<file path="src/rtl/serial_adder_if.sv">
// Handshake bundle for serial_adder.
//   master : operand producer and result consumer (drives in_valid, a, b,
//            cin, abort, out_ready; observes in_ready, out_valid, sum, cout)
//   slave  : the serial adder itself
// Two valid/ready channels share this bundle: operands in, {cout,sum} out.
interface serial_adder_if #(
   parameter int WIDTH = 8
);
   logic             in_valid;
   logic             in_ready;
   logic [WIDTH-1:0] a;
   logic [WIDTH-1:0] b;
   logic             cin;
   logic             abort;
   logic             out_valid;
   logic             out_ready;
   logic [WIDTH-1:0] sum;
   logic             cout;

   modport master (
      output in_valid, a, b, cin, abort, out_ready,
      input  in_ready, out_valid, sum, cout
   );

   modport slave (
      input  in_valid, a, b, cin, abort, out_ready,
      output in_ready, out_valid, sum, cout
   );
endinterface

</file>
<file path="src/rtl/serial_adder.sv">
// Bit-serial WIDTH-bit adder: one full-adder cell plus a carry flip-flop.
// Operands are captured on an in_valid/in_ready accept, added LSB-first one
// bit per clock, and {cout,sum} is presented on an out_valid/out_ready
// channel. abort cancels the operation in flight (ADD or DONE).
// Ports:
//   clk    rising-edge clock
//   rst_n  asynchronous active-low reset
//   bus    serial_adder_if.slave: in_valid/in_ready/a/b/cin/abort,
//          out_valid/out_ready/sum/cout
module serial_adder #(
   parameter int WIDTH = 8
) (
   input  logic           clk,
   input  logic           rst_n,
   serial_adder_if.slave  bus
);
   localparam int CNT_W = $clog2(WIDTH) + 1;

   localparam logic [1:0] S_IDLE = 2'd0;
   localparam logic [1:0] S_ADD  = 2'd1;
   localparam logic [1:0] S_DONE = 2'd2;

   logic [1:0]       state;
   logic [WIDTH-1:0] a_sr;
   logic [WIDTH-1:0] b_sr;
   logic [WIDTH-1:0] acc;
   logic [WIDTH-1:0] acc_nxt;
   logic [WIDTH-1:0] sum_q;
   logic             carry;
   logic             cout_q;
   logic [CNT_W-1:0] cnt;
   logic             fa_sum;
   logic             fa_carry;
   logic             last_bit;
   logic             accept;

   // Full-adder cell built from two half adders (same structure as FAusingHA:
   // a,b,c -> sum,carry). Returns {carry,sum}.
   function automatic logic [1:0] full_add(input logic a, input logic b,
                                           input logic c);
      logic s1, c1, s2, c2;
      s1 = a ^ b;
      c1 = a & b;
      s2 = s1 ^ c;
      c2 = s1 & c;
      return {c1 | c2, s2};
   endfunction

   assign {fa_carry, fa_sum} = full_add(a_sr[0], b_sr[0], carry);

   // New sum bit enters at the MSB so after WIDTH shifts bit 0 sits at acc[0].
   always_comb begin
      acc_nxt            = acc >> 1;
      acc_nxt[WIDTH-1]   = fa_sum;
   end

   assign last_bit = (cnt == CNT_W'(WIDTH - 1));
   assign accept   = bus.in_valid & (state == S_IDLE);

   always_ff @(posedge clk or negedge rst_n) begin
      if (!rst_n) begin
         state  <= S_IDLE;
         a_sr   <= '0;
         b_sr   <= '0;
         acc    <= '0;
         carry  <= 1'b0;
         cnt    <= '0;
         sum_q  <= '0;
         cout_q <= 1'b0;
      end else begin
         case (state)
            S_IDLE: begin
               // abort is ignored here; an accept on the same edge proceeds
               if (accept) begin
                  a_sr  <= bus.a;
                  b_sr  <= bus.b;
                  carry <= bus.cin;
                  cnt   <= '0;
                  state <= S_ADD;
               end
            end
            S_ADD: begin
               a_sr  <= a_sr >> 1;
               b_sr  <= b_sr >> 1;
               acc   <= acc_nxt;
               carry <= fa_carry;
               cnt   <= cnt + CNT_W'(1);
               // abort wins over the final-bit commit: result registers untouched
               if (bus.abort) begin
                  state <= S_IDLE;
               end else if (last_bit) begin
                  sum_q  <= acc_nxt;
                  cout_q <= fa_carry;
                  state  <= S_DONE;
               end
            end
            S_DONE: begin
               if (bus.abort || bus.out_ready) begin
                  state <= S_IDLE;
               end
            end
            default: state <= S_IDLE;
         endcase
      end
   end

   assign bus.in_ready  = (state == S_IDLE);
   assign bus.out_valid = (state == S_DONE);
   assign bus.sum       = sum_q;
   assign bus.cout      = cout_q;
endmodule

</file>
<file path="src/flat_wrapper.sv">
// flat-port wrapper written by rule: the top's interface ports become plain ports
module serial_adder_flat 
#(
   parameter int WIDTH = 8
)
  (clk, rst_n, bus_in_valid, bus_a, bus_b, bus_cin, bus_abort, bus_out_ready, bus_in_ready, bus_out_valid, bus_sum, bus_cout);
  serial_adder_if #(.WIDTH(WIDTH)) bus_i ();
  input  logic clk;
  input  logic rst_n;
  input wire logic [$bits(bus_i.in_valid)-1:0] bus_in_valid;
  input wire logic [$bits(bus_i.a)-1:0] bus_a;
  input wire logic [$bits(bus_i.b)-1:0] bus_b;
  input wire logic [$bits(bus_i.cin)-1:0] bus_cin;
  input wire logic [$bits(bus_i.abort)-1:0] bus_abort;
  input wire logic [$bits(bus_i.out_ready)-1:0] bus_out_ready;
  output wire logic [$bits(bus_i.in_ready)-1:0] bus_in_ready;
  output wire logic [$bits(bus_i.out_valid)-1:0] bus_out_valid;
  output wire logic [$bits(bus_i.sum)-1:0] bus_sum;
  output wire logic [$bits(bus_i.cout)-1:0] bus_cout;
  assign bus_i.in_valid = bus_in_valid;
  assign bus_i.a = bus_a;
  assign bus_i.b = bus_b;
  assign bus_i.cin = bus_cin;
  assign bus_i.abort = bus_abort;
  assign bus_i.out_ready = bus_out_ready;
  assign bus_in_ready = bus_i.in_ready;
  assign bus_out_valid = bus_i.out_valid;
  assign bus_sum = bus_i.sum;
  assign bus_cout = bus_i.cout;
  serial_adder #(.WIDTH(WIDTH)) u_core (.clk(clk), .rst_n(rst_n), .bus(bus_i));
endmodule
</file>
<file path="config.mk">
export PLATFORM = sky130hd
export DESIGN_NAME = serial_adder_flat
export DESIGN_NICKNAME = d
export VERILOG_FILES = /design/src/rtl/serial_adder_if.sv /design/src/rtl/serial_adder.sv /design/src/flat_wrapper.sv
export SDC_FILE = /design/constraint.sdc
export NUM_CORES = 1
export LEC_CHECK = 0
export ABC_AREA = 1
export CELL_PAD_IN_SITES_DETAIL_PLACEMENT = 1
export CELL_PAD_IN_SITES_GLOBAL_PLACEMENT = 2
export CORE_MARGIN = 8
export CORE_UTILIZATION = 23
export DETAILED_ROUTE_END_ITERATION = 10
export MAX_ROUTING_LAYER = met4
export PLACE_DENSITY_LB_ADDON = 0.1
export SLEW_MARGIN = 10
export SYNTH_ARGS = -nofsm -noshare
export SYNTH_HDL_FRONTEND = slang
export SYNTH_SLANG_ARGS = --single-unit
</file>
<file path="constraint.sdc">
create_clock -name clk -period 1.2 [get_ports clk]
set_input_delay 0.24 -clock clk [delete_from_list [all_inputs] [get_ports clk]]
set_output_delay 0.24 -clock clk [all_outputs]
set_load 0.01 [all_outputs]
</file>
* Word level (Yosys, flattened, before mapping)
Cells that the tools add are included.
** Word-level totals
- Word-level logic and storage cells :: 41
- Input bits :: 22
- Output and inout port bits :: 11
- Bits in registers :: 40
** Cells by class
- Eq/ne operators :: 6
- Bitwise operators :: 7
- Mux-type cells :: 13
- Reductions and logical operators :: 6
- Add/sub/neg operators :: 1
** Operators with widths (number)
- $pmux W8 S2 :: 2
- $mux W8 :: 2
- $mux W2 :: 4
- $pmux W4 S2 :: 1
- $pmux W2 S3 :: 1
- $reduce_and A3 Y1 :: 2
- $add A4 B1 Y4 const B :: 1
- $eq A4 B3 Y1 const B :: 1
- $mux W4 :: 1
- $ne A2 B1 Y1 const B :: 2
- $and A1 B1 Y1 :: 3
- $ne A3 B2 Y1 const B :: 1
- $eq A2 B1 Y1 const B :: 1
- $eq A2 B2 Y1 const B :: 1
- $logic_not A2 Y1 :: 1
- $pmux W1 S2 :: 1
- $reduce_and A2 Y1 :: 1
- $reduce_bool A2 Y1 :: 1
- $xor A1 B1 Y1 :: 2
- $logic_or A1 B1 Y1 :: 1
- $mux W1 :: 1
- $not A1 Y1 :: 1
- $or A1 B1 Y1 :: 1

* Depth between registers and ports, before layout
Gate-level depths: netlist of the first run.
- Depth after elaboration :: 4
- Gate-level depth with buffers :: 6
- Gate-level depth less buffers :: 6

* Least setup slack after synthesis of the first run
Ideal clock, no wire load.
- Path type :: reg-to-reg
- Start :: register u_core.cnt[0]
- End :: register u_core.cout_q (netlist: u_core.bus.cout)
- Library setup time :: 0.117 ns
- Data required time :: 1.083 ns
- Clock period less this slack :: 1.152 ns
- Path slack :: 0.048 ns
- Buffers on the path :: 0
- Arrival :: 1.035 ns
- Cell stages (with the launch flop) :: 7
- Cells stage by stage :: dfrtp_1 > ha_1 > nand2_2 > nor2_4 > nand2_4 > nand2_1 > nand2_1
** On the way
- Longest elaborated chain between the ends :: 2
** RTL lines
- start: declaration :: RTL line serial_adder.sv:31 : logic [CNT_W-1:0] cnt;
- start signal: assignment :: RTL line serial_adder.sv:87 : cnt <= cnt + CNT_W'(1);
- $eq A4 B3 Y1 :: RTL line serial_adder.sv:57 : assign last_bit = (cnt == CNT_W'(WIDTH - 1));
- $reduce_and A3 Y1 (no source line)
- end signal: assignment :: RTL line serial_adder.sv:93 : cout_q <= fa_carry;
- end: declaration :: RTL line serial_adder.sv:30 : logic cout_q;
Every way passes these cells.
A chain may end at the register's enable or synchronous reset.

* Worst setup path in the final report of the first run
- Start :: register u_core.state[0]
- End :: output bus_in_ready
** On the way
- Longest elaborated chain between the ends :: 1
** RTL lines
- start: declaration :: RTL line serial_adder.sv:23 : logic [1:0] state;
- start signal: assignment :: RTL line serial_adder.sv:62 : state <= S_IDLE;
- start signal: assignment :: RTL line serial_adder.sv:79 : state <= S_ADD;
- start signal: assignment :: RTL line serial_adder.sv:90 : state <= S_IDLE;
- $logic_not A2 Y1 :: RTL line serial_adder.sv:107 : assign bus.in_ready = (state == S_IDLE);
- end: declaration :: RTL line flat_wrapper.sv:16 : output wire logic [$bits(bus_i.in_ready)-1:0] bus_in_ready;
Every way passes these cells.

==> results of run 1 <==
## repair_timing
item | 4_1_cts | 5_1_grt
pin swaps | 2 | 4
gates resized for setup | 37 | 6
hold buffers | 1 | 0
setup endpoints to repair | 21 | 41
endpoints found under the hold margin | 39 | 0
buffers inserted | 1 | 1
## critical path, cell delays in order, from the launching register on
cell and delay, ns:
dfrtp_2 0.45, nor2_4 0.16, buf_6 0.12
## final timing paths
| path | cells after the start | to | start |
|---|---|---|---|
| hold / removal | 3 | u_core.bus.sum[7] | rst_n |
| setup / recovery | 2 | bus_in_ready | u_core.state[0] |
| max in group asynchronous | 3 | u_core.state[0] | rst_n |
| min in group clk | 2 | u_core.bus.sum[4] | u_core.bus.sum[4] |
| setup reg to reg | 7 | u_core.bus.sum[2] | u_core.state[1] |
| hold reg to reg | 2 | u_core.bus.sum[4] | u_core.bus.sum[4] |
## layer usage
metal,global-route usage [%],wire [um],share of wire (%),vias up
met5,-,0,0,-
met1,13.1,2300,48,754
li1,-,-,-,749
met2,15.7,2240,46,27
met3,2.61,238,4.9,6
met4,3.00,52,1.1,0
## cells by family after synthesis
kind of cell	Yosys count	synth area share, %
buffers and inverters	18	6.13
flip-flops	39	55.6
AO/OA/AOI/OAI	9	2.56
adder cells (fa/ha/maj)	2	1.85
AND/OR/NAND/NOR	128	33.9
## final cells by class
type / count / area, um^2 / area share [%]
clock buffers: 7 / 76.3 / 3.16
inverters: 7 / 28.8 / 1.19
multi-input cells: 139 / 696 / 28.8
well taps: 102 / 128 / 5.29
clock inverters: 1 / 5.00 / 0.207
flip-flops and latches: 39 / 977 / 40.5
repair buffers: 53 / 503 / 20.8
## where the power goes
group,switching [mW],total [mW],leakage [nW],internal [mW]
logic,0.666,1.25,0.611,0.581
clock network,0.457,0.865,0.0422,0.408
registers,0.265,1.97,0.508,1.71
## per-stage QoR
step                total power, mW  cells  TNS, ns  hold slack [ns]
floorplan                      2.66    196        0          -0.0556
global placement               3.20    337    -3.12            0.229
detailed placement             3.26    337    -3.35            0.232
CTS                            4.16    347   -0.914            0.458
global route                   4.42    348    -2.04            0.468
finish                         4.08    348   -0.356            0.453
## registers in the layout (all words and copies together), names as in the netlist
register,flops
u_core.bus.cout,1
u_core.bus.sum,8
u_core.cnt,4
u_core.b_sr,8
u_core.acc,7
u_core.a_sr,8
u_core.carry,1
u_core.state,2
## cells in the mapped netlist
cell type	n
inv_1	5
nand3_1	62
inv_2	2
nand2_2	1
nor2_2	1
buf_6	3
nor2_4	2
dfrtp_1	39
nand4_1	1
buf_2	4
ha_1	1
nor2_1	4
o21ai_1	5
o21ai_0	4
clkbuf_2	1
nand2_1	55
buf_4	3
fa_1	1
nand2_4	2
==> flow_summary.json, run 1 <==
{
  "hpwlAfterDp_um": 3590,
  "areaGrowthSynthToFinish_pct": 37.4,
  "routedWlPerCell_um": 13.9,
  "final_util_pct": 31.9,
  "antenna_cells": 0,
  "synth_top_area_cell": "dfrtp_1",
  "end_kind": "primary output",
  "leakage_nw": 1.16,
  "cts_tree": "done",
  "grt_max_degree": 40,
  "final_area_mm2": 0.00241,
  "gr-usage-all-layers_pct": 10.3,
  "path_class": "reg -> out",
  "clock.fmax_mhz": 796,
  "synth_cell_types": 19,
  "die_h_um": 103,
  "grt_pass1_wl_um": 8290,
  "routed_wl_um": 4830,
  "fillCellCount": 880,
  "ff2ff_setup_slack_ns": -0.03,
  "fin_crit_sh_pct": 105,
  "h-tree-depth": 2,
  "io_pins": 33,
  "final_common_cell": "nand3_1",
  "yosysWarnings": 0,
  "layout.nets": 269,
  "netlist_top_cells_area": "dfrtp_1 (56%), nand3_1 (18%), nand2_1 (12%), buf_6 (1.9%), o21ai_1 (1.4%)",
  "status": "finished, violations left",
  "critPathRequiredTime_ns": 0.96,
  "avgSynthCellArea_um2": 8.96,
  "ant_nets": 0,
  "crit_arrival_ns": 1.02,
  "via_count": 1536,
  "p_per_area_mw_per_mm2": 1690,
  "min_path_type": "in -> async",
  "yosysTopAreaCellShare_pct": 55.6,
  "gr-total-overflow": 0,
  "synth_nets": 220,
  "grt_pass1_vias": 1624,
  "rsz0062_at_grt": "yes",
  "initial_core_util_pct": 23.2,
  "place_area_mm2": 0.00228,
  "ir_drop_v": 0.000427,
  "syn_area_mm2": 0.00176,
  "ys_seq_area_share_pct": 55.6,
  "layout_common_cells": "nand3_1 (62), nand2_1 (54), dfrtp_1 (38)",
  "synth_seq_cells": 39,
  "cts_buffers": 5,
  "setup_viol": 15,
  "drc": 0,
  "fin_ws_ns": -0.0564,
  "dp_slack_ns": -0.215,
  "dieArea_mm2": 0.0107,
  "crit_path_start_kind": "flop",
  "path_clk_slew_ns": 0.08,
  "cts_buffer_depth": 2,
  "drive_gt1_share_pct": 17.9,
  "fin_skew_ns": 0.00372,
  "routabilityCongestion": 0.757,
  "hold_viol_final": 0,
  "core_area_mm2": 0.00757,
  "crit_fanout": 3,
  "slew_headroom_pct": 85.1,
  "die_x_um": 103,
  "violations": "setup timing",
  "insertion_delay_ns": 0.29,
  "rows": 32,
  "drt_pass1_iterations": 4,
  "port-buffer-count": 32,
  "drv_cap": 0,
  "tightest_slew_ns": 0.223,
  "antenna_found_initial": 0,
  "report.final.slew_viol_count": 0,
  "first_iter_violations": 51,
  "detail_route.vias_per_cell": 4.41,
  "synthCells": 196,
  "cts_sinks": 39,
  "root_buffer": "clkbuf_8",
  "period_minus_slack_ns": 1.26
}
(Power assumes the default switching activity.)
==> run 2: changes to the inputs <==
--- a/config.mk
+++ b/config.mk
@@ -11,6 +11,7 @@
 export CORE_MARGIN = 8
 export CORE_UTILIZATION = 23
 export DETAILED_ROUTE_END_ITERATION = 10
+export HOLD_SLACK_MARGIN = 0.06
 export MAX_ROUTING_LAYER = met4
 export PLACE_DENSITY_LB_ADDON = 0.1
 export SLEW_MARGIN = 10
==> results of run 2 <==
Final layout, timing and power as in run 1 (identical DEF).
==> RTL change, RTL diff (settings of run 2) <==
`WIDTH` is set to 8 in 3 places; all go to 16.
--- a/src/rtl/serial_adder_if.sv
+++ b/src/rtl/serial_adder_if.sv
@@ -4,7 +4,7 @@
 //   slave  : the serial adder itself
 // Two valid/ready channels share this bundle: operands in, {cout,sum} out.
 interface serial_adder_if #(
-   parameter int WIDTH = 8
+   parameter int WIDTH = 16
 );
    logic             in_valid;
    logic             in_ready;
--- a/src/rtl/serial_adder.sv
+++ b/src/rtl/serial_adder.sv
@@ -8,7 +8,7 @@
 //   bus    serial_adder_if.slave: in_valid/in_ready/a/b/cin/abort,
 //          out_valid/out_ready/sum/cout
 module serial_adder #(
-   parameter int WIDTH = 8
+   parameter int WIDTH = 16
 ) (
    input  logic           clk,
    input  logic           rst_n,
--- a/src/flat_wrapper.sv
+++ b/src/flat_wrapper.sv
@@ -1,7 +1,7 @@
 // flat-port wrapper written by rule: the top's interface ports become plain ports
 module serial_adder_flat 
 #(
-   parameter int WIDTH = 8
+   parameter int WIDTH = 16
 )
   (clk, rst_n, bus_in_valid, bus_a, bus_b, bus_cin, bus_abort, bus_out_ready, bus_in_ready, bus_out_valid, bus_sum, bus_cout);
   serial_adder_if #(.WIDTH(WIDTH)) bus_i ();
Interface: changed (resized bus_a, bus_b and bus_sum); port bits go from 33 to 57. No check against the original RTL was run, so the function may have changed too.
==> RTL change against run 2 <==
The flow still finishes with violations (negative setup slack); design area is 140% higher; wire length is 130% higher; worst setup slack worse by 0.13 ns; sequential cell count is 33 higher; non-clock buffer count is 63 higher; first-iteration DRC count is 140% higher; critical path depth is 5 higher; area after synthesis is 78% higher; total power is 130% higher; highest routed layer unchanged.
==> RTL change: results (changes against run 2) <==
* Post-CTS Setup Bufs at 8 (+7)
* Post-synthesis sequential area ratio at 0.575 (+0.0191)
* First-pass GRT wire length at 18000 µm (+120%)
* Synth top cells by count: 117 x nand3_1, 97 x nand2_1, 72 x dfrtp_1, 17 x buf_2, 15 x o21ai_0
* CTS resizes at 151 (+310%)
* Final setup vio count at 70 (+55)
* Crit path largest cell delay at 0.35 ns (-0.10 ns)
* GRT Util Overall at 0.135 (+0.0326)
* Delay-heaviest family, CP: simple AND/OR/NAND/NOR gates
* Final WS setup at -0.191 ns (-0.135 ns)
* Critical path peak fanout at 6 (+3)
* Post-Syn Nets at 396 (+80%)
* Number of buffers created by CTS at 9 (+4)
* Synth top area cells: dfrtp_1 57%, nand3_1 19%, nand2_1 12%
* Clock Latency Late Sink at 0.34 ns (+0.05 ns)
* Leak Pwr at 2.68 nW (+130%)
* Total Routed Length at 11300 µm (+130%)
* Share of post-route cells with drive strength above 1 at 0.510 (+0.331)
* Hold slack final at 0.320 ns (-0.133 ns)
* Critical path's slowest cell: dfrtp_1
* DP Wirelength at 6220 µm (+73%)
* Failing checks: negative setup slack
* Outcome: finished with violations
* Peak VDD IR at 0.834 mV (+95%)
* Pre-CTS WS at -0.295 ns (-0.0797 ns)
* RD Place Congestion at 0.681 (-10%)
* Root Driver: clkbuf_16
[RTL change: power groups by stage]
stage / Sequential (mW) / Clock, mW / Combinational (mW)
detailed placement: 3.41 / 0 / 1.61
global route: 3.62 / 3.11 / 3.08
global placement: 3.39 / 0 / 1.57
CTS: 3.41 / 3.01 / 2.27
finish: 3.53 / 2.92 / 2.82
floorplan: 3.34 / 0 / 0.894
[RTL change: metrics by stage]
stage,util,cells,setup TNS [ns]
finish,0.431,643,-6.97
floorplan,-,355,-3.62
global placement,0.306,589,-12.53
global route,0.431,643,-10.91
CTS,0.383,628,-5.57
detailed placement,0.306,589,-13.75
[RTL change: layout make-up]
type,instances,area share
clock buffers,10,0.0417
clock inverters,6,0.0144
inverters,12,0.00830
multi-input cells,251,0.334
flip-flops and latches,72,0.315
well taps,176,0.0384
repair buffers,116,0.248
[RTL change: logic make-up after synthesis]
kind of cell               Yosys count  share of synthesized area
AOI/OAI and AO/OA                   18                     0.0295
and+or+nand+nor                    226                      0.328
adders and majority gates            3                     0.0144
buffers and inverters               36                     0.0535
DFF                                 72                      0.575
[RTL change: per-layer routing]
metal,up-vias,track usage,share of wire
met1,1476,0.162,0.45
met5,-,-,0
met3,9,0.0416,0.039
li1,1421,-,-
met4,0,0.0334,0.0096
met2,53,0.217,0.50
[RTL change: worst max path at each step]
stage | startpoint | to | slack (ns)
after CTS | u_core.cnt[0] | u_core.bus.sum[14] | -0.18
after floorplan | u_core.cnt[0] | u_core.bus.sum[10] | -0.25
after detailed placement | u_core.cnt[0] | u_core.bus.sum[2] | -0.30
after global placement | u_core.state[0] | bus_out_valid | -0.26
after global routing | u_core.cnt[1] | u_core.bus.sum[7] | -0.28
final | u_core.cnt[1] | u_core.bus.sum[8] | -0.19
